<file path="config.mk">
export PLATFORM = sky130hd
export DESIGN_NAME = bus_burst_master
export DESIGN_NICKNAME = d
export VERILOG_FILES = /design/src/rtl/bus_burst_master.sv
export SDC_FILE = /design/constraint.sdc
export NUM_CORES = 1
export LEC_CHECK = 0
export CAP_MARGIN = 20
export CORE_AREA = 2 2 101 103
export CTS_CLUSTER_DIAMETER = 30
export DETAILED_ROUTE_END_ITERATION = 10
export DIE_AREA = 0 0 103 105
export GPL_TIMING_DRIVEN = 0
export HOLD_SLACK_MARGIN = 0.06
export PLACE_DENSITY = 0.9
export SLEW_MARGIN = 20
export SYNTH_ARGS = -nofsm -noshare
export SYNTH_HDL_FRONTEND = slang
export SYNTH_SLANG_ARGS = --single-unit
</file>
<file path="constraint.sdc">
create_clock -name clk -period 2.5 [get_ports clk]
set_input_delay 0.5 -clock clk [delete_from_list [all_inputs] [get_ports clk]]
set_output_delay 0.5 -clock clk [all_outputs]
set_load 0.005 [all_outputs]
</file>
<file path="src/rtl/bus_burst_master.sv">
// Burst engine between the cache refill/writeback clients and the core memory bus.
// Accepts one read or write burst (1..MAX_LEN words) at a time and reports completion
// with a one-cycle done pulse and an error flag.
//
// Ports:
//   clk, rst_n                    clock, asynchronous active-low reset
//   req_valid/req_ready           client request handshake (ready only while idle)
//   req_write, req_addr, req_len  burst direction, start address, word count
//   wr_data_valid/wr_data/wr_data_ready  client write-word stream
//   rd_data_valid/rd_data/rd_last        client read-word stream (no backpressure)
//   done, err                     completion pulse and error flag
//   bus_req, bus_resp             memory bus request / response fields

package bus_burst_master_pkg;

    typedef logic [31:0] paddr_t;

    typedef struct packed {
        logic        awvalid;
        paddr_t      waddr;
        logic [3:0]  wlen;
        logic        wvalid;
        logic [31:0] wdata;
        logic [3:0]  wstrb;
        logic        wlast;
        logic        bready;
        logic        arvalid;
        paddr_t      araddr;
        logic [3:0]  rlen;
        logic        rready;
    } bus_query_req_t;

    // rready here acknowledges the read address, not read data.
    typedef struct packed {
        logic        awready;
        logic        wready;
        logic        bvalid;
        logic        rready;
        logic        rvalid;
        logic [31:0] rdata;
        logic        rlast;
    } bus_query_resp_t;

endpackage

module bus_burst_master
    import bus_burst_master_pkg::*;
#(
    parameter int unsigned MAX_LEN = 15
) (
    input  logic            clk,
    input  logic            rst_n,
    input  logic            req_valid,
    output logic            req_ready,
    input  logic            req_write,
    input  paddr_t          req_addr,
    input  logic [3:0]      req_len,
    input  logic            wr_data_valid,
    input  logic [31:0]     wr_data,
    output logic            wr_data_ready,
    output logic            rd_data_valid,
    output logic [31:0]     rd_data,
    output logic            rd_last,
    output logic            done,
    output logic            err,
    output bus_query_req_t  bus_req,
    input  bus_query_resp_t bus_resp
);

    typedef enum logic [2:0] {
        StIdle,
        StWAddr,
        StWData,
        StWResp,
        StRAddr,
        StRData,
        StFin
    } state_e;

    // Direction is carried by the state encoding, so no separate write flag is kept.
    state_e     state_q, state_d;
    paddr_t     addr_q, addr_d;
    logic [3:0] len_q, len_d;
    logic [3:0] cnt_q, cnt_d;
    logic       err_q, err_d;

    logic       last_beat;
    paddr_t     addr_aligned;

    assign last_beat    = (cnt_q == len_q - 4'd1);
    assign addr_aligned = addr_q & 32'hFFFF_FFFC;

    always_ff @(posedge clk or negedge rst_n) begin
        if (!rst_n) begin
            state_q <= StIdle;
            addr_q  <= '0;
            len_q   <= '0;
            cnt_q   <= '0;
            err_q   <= 1'b0;
        end else begin
            state_q <= state_d;
            addr_q  <= addr_d;
            len_q   <= len_d;
            cnt_q   <= cnt_d;
            err_q   <= err_d;
        end
    end

    always_comb begin
        state_d       = state_q;
        addr_d        = addr_q;
        len_d         = len_q;
        cnt_d         = cnt_q;
        err_d         = err_q;
        req_ready     = 1'b0;
        wr_data_ready = 1'b0;
        rd_data_valid = 1'b0;
        rd_data       = '0;
        rd_last       = 1'b0;
        done          = 1'b0;
        err           = 1'b0;
        bus_req       = '0;

        unique case (state_q)
            StIdle: begin
                // Gate with rst_n so req_ready reads 0 while reset is held.
                req_ready = rst_n;
                if (req_valid) begin
                    addr_d = req_addr;
                    len_d  = req_len;
                    cnt_d  = '0;
                    err_d  = 1'b0;
                    if (req_len == 4'd0 || 32'(req_len) > MAX_LEN) begin
                        err_d   = 1'b1;
                        state_d = StFin;
                    end else begin
                        state_d = req_write ? StWAddr : StRAddr;
                    end
                end
            end
            StWAddr: begin
                bus_req.awvalid = 1'b1;
                bus_req.waddr   = addr_aligned;
                bus_req.wlen    = len_q;
                if (bus_resp.awready) state_d = StWData;
            end
            StWData: begin
                bus_req.wvalid = wr_data_valid;
                bus_req.wdata  = wr_data;
                bus_req.wstrb  = 4'hF;
                bus_req.wlast  = last_beat;
                wr_data_ready  = wr_data_valid & bus_resp.wready;
                if (wr_data_ready) begin
                    cnt_d = cnt_q + 4'd1;
                    if (last_beat) state_d = StWResp;
                end
            end
            StWResp: begin
                bus_req.bready = 1'b1;
                if (bus_resp.bvalid) state_d = StFin;
            end
            StRAddr: begin
                bus_req.arvalid = 1'b1;
                bus_req.araddr  = addr_aligned;
                bus_req.rlen    = len_q;
                if (bus_resp.rready) state_d = StRData;
            end
            StRData: begin
                bus_req.rready = 1'b1;
                if (bus_resp.rvalid) begin
                    rd_data_valid = 1'b1;
                    rd_data       = bus_resp.rdata;
                    rd_last       = bus_resp.rlast | last_beat;
                    cnt_d         = cnt_q + 4'd1;
                    if (bus_resp.rlast) begin
                        // Early rlast: burst ends short and is flagged.
                        if (!last_beat) err_d = 1'b1;
                        state_d = StFin;
                    end else if (last_beat) begin
                        // Slave overran the length; remaining beats are dropped.
                        err_d   = 1'b1;
                        state_d = StFin;
                    end
                end
            end
            StFin: begin
                done    = 1'b1;
                err     = err_q;
                state_d = StIdle;
            end
            default: state_d = StIdle;
        endcase
    end

endmodule

</file>
==> flow_summary.json <==
{
  "detail_route.first_pass.iterations": 4,
  "yosysUniqueCellTypes": 43,
  "gp_congestion": 0.8136,
  "syn2layout_area_growth_pct": 112.1,
  "drive_gt1_share_pct": 21.33,
  "dpl.hpwl_um": 10010,
  "slew_violations": 0,
  "vias": 3626,
  "netlist_area_mm2": 0.003038,
  "grt_overflow": 0,
  "synth_seq_area_share_pct": 34.60,
  "syn_inst": 333,
  "power.density_mw_per_mm2": 918.7,
  "cap_violations": 0,
  "cts_sinks": 42,
  "numCtsBuffers": 5,
  "drtIter0Drc": 166,
  "synth_compound_area_share_pct": 6.343,
  "dpl_cell_area_mm2": 0.005793,
  "die_w_um": 103,
  "grt_usage_pct": 22.43,
  "clk_path_buf_depth": 2,
  "postCtsHoldBufs": 0,
  "io_pins": 263,
  "dp_slack_ns": -0.5664,
  "clock_latency_ns": 0.29,
  "grt_pass1_vias": 3754,
  "synth_area_leaders": "dfrtp_1, and2_1, mux2_2",
  "wl_per_cell_um": 17.50,
  "grt_pass1_wl_um": 19130,
  "synth-simple-area-share_pct": 36.99,
  "portBuffers": 256,
  "synth-xor-area-share_pct": 2.595,
  "critPathRequiredTime_ns": 2.00,
  "synth_top_cell_area_share_pct": 34.60,
  "floorplan.initialDensity_pct": 31.52,
  "h-tree-depth": 2,
  "drt_wl_total_um": 13410,
  "synth-seq-cells": 42,
  "antenna_found_initial": 0,
  "multi_input_area_mm2": 0.001898,
  "rr_worst_depth": 7,
  "chipHeight_um": 105,
  "yosysWarnings": 0,
  "outcome": "complete, no violations",
  "cts_tree": "done",
  "grt_max_degree": 34,
  "coreArea_mm2": 0.009639,
  "fin_crit_sh_pct": 98.25,
  "synthMuxAreaShare_pct": 12.19,
  "setup.worst_path.start_class": "register",
  "fin_skew_ns": 0.005726,
  "drc_errors": 0,
  "p_total_uw": 5919,
  "yosysTopAreaCell": "dfrtp_1",
  "irDropWorstVdd_mv": 0.5433,
  "fin_crit_ns": 2.456,
  "arrival_ns": 1.96,
  "rsz0062_at_grt": "yes",
  "antennaDiodeCount": 0,
  "root_buffer": "clkbuf_8",
  "path_clk_slew_ns": 0.09,
  "synth_top_family_by_area": "simple AND/OR/NAND/NOR gates",
  "finalSetupViolCount": 0,
  "hp-class": "input port to asynchronous set/reset pin",
  "worstMarginPinSlew_ns": 0.6279,
  "via_per_inst": 4.734,
  "fmax_ghz": 0.4071,
  "ant_nets": 0,
  "placed_cells": 726,
  "finalWorstSetupSlack_ns": 0.04379,
  "leakagePower_uw": 0.003426,
  "fin_cells": 766,
  "synth_area_per_cell_um2": 9.123,
  "die-area_mm2": 0.01082,
  "nNetsFinal": 745,
  "cp-end-kind": "primary output",
  "fillCellCount": 774,
  "synth_fa_ha_area_share_pct": 0.8237,
  "final_cell_area_mm2": 0.006442,
  "seq_area_mm2": 0.001054,
  "hold_viol": 0,
  "slew_headroom_pct": 57.76,
  "rows": 36,
  "path_max_fanout": 9,
  "critical_path_class": "register to primary output"
}
[registers in the layout (all words and copies together), names as in the netlist]
| signal | cells |
|---|---|
| state_q | 3 |
| addr_q | 30 |
| len_q | 4 |
| err_q | 1 |
| cnt_q | 4 |
[stage by stage]
step | hold WS, ns | TNS, ns | util, %
floorplan | 0.2044 | 0 | -
CTS | 0.07658 | -0.6946 | 62.88
finish | 0.08427 | 0 | 66.84
global placement | 0.4996 | -32.66 | 59.94
global route | 0.07654 | -0.09450 | 66.84
detailed placement | 0.4033 | -27.92 | 60.10
[power breakdown]
part           internal [µW]  leakage [µW]  switching (µW)  total, µW
Combinational           2420       0.00287            1700       4130
Sequential              1030      0.000504             296       1320
Clock                    229     0.0000489             241        470
[cell type report]
class / count / area share [%]
repair buffers: 290 / 44.75
inverters: 7 / 0.5826
clock buffers: 7 / 1.340
clock inverters: 1 / 0.1359
multi-input cells: 254 / 29.46
flip-flops and latches: 42 / 16.35
well taps: 133 / 2.583
plain buffers: 32 / 4.797
[synthesized netlist by cell type, drive strengths merged]
cell type	n
xnor2	7
inv	7
nor4	5
and3	35
nor2b	6
o21bai	1
a2111oi	1
or2	1
mux2i	1
nand3	4
xor2	2
and4b	1
clkbuf	17
o31a	1
or4	1
and2	101
conb	1
dfrtp	42
a31o	2
or3	1
nor2	10
o21a	1
nand2	10
a21o	1
nand2b	1
o221ai	2
ha	2
o32ai	1
a22o	1
a21oi	5
buf	17
mux2	32
nor3	7
a32o	1
o21ai	4
a221oi	1
[what timing repair did]
item                                    CTS  global route
endpoints found under the setup margin  135            86
setup buffers                            11            18
pin swaps                                 5             4
gates resized for setup                 100            72
cloned                                    2             3
[per-layer routing]
layer  up-vias  track usage [%]  wire, µm
li1       1701                -         -
met4         0            8.271       389
met2       197            41.37      7045
met5         -                0         0
met3        28            5.485      1143
met1      1700            24.06      4828
[worst max-delay path, cell delays in order (launching register included)]
cell             delay (ns)
dfrtp_2                0.46
buf_6                  0.16
nor3_4                 0.17
buf_6                  0.14
buf_8                  0.12
and2_1                 0.12
clkdlybuf4s50_1        0.49
[layout by cell type, fill, tap and decap left out, types with 4 or more instances in the layout]
cell type        count
nand2_1              9
dfrtp_1             40
nor4_1               4
and2_1             101
nor3_1               4
clkbuf_8            11
mux2_2              32
clkdlybuf4s50_1    185
dlygate4sd2_1       40
o21ai_0              4
buf_2               10
nor2_1               9
buf_6               10
xnor2_1              4
and3_1              34
conb_1               4
a21oi_1              5
buf_4               37
dlymetal6s2s_1      28
[final timing paths]
kind	to	from	slack, ns
setup / recovery	bus_req[17]	state_q[1]	0.04
hold / removal	addr_q[29]	rst_n	0.08
setup reg to reg	addr_q[19]	state_q[1]	0.34
hold reg to reg	addr_q[13]	addr_q[13]	0.53
max in group asynchronous	state_q[1]	rst_n	1.93
min in group clk	addr_q[13]	addr_q[13]	0.53
[kinds of logic after synthesis]
group,Yosys count
buf+inv,41
flops,42
other cells,1
xor+xnor,9
fa+ha+maj,2
simple gates,183
compound gates,22
mux,33
No activity file was read; power rests on OpenSTA's default activity.
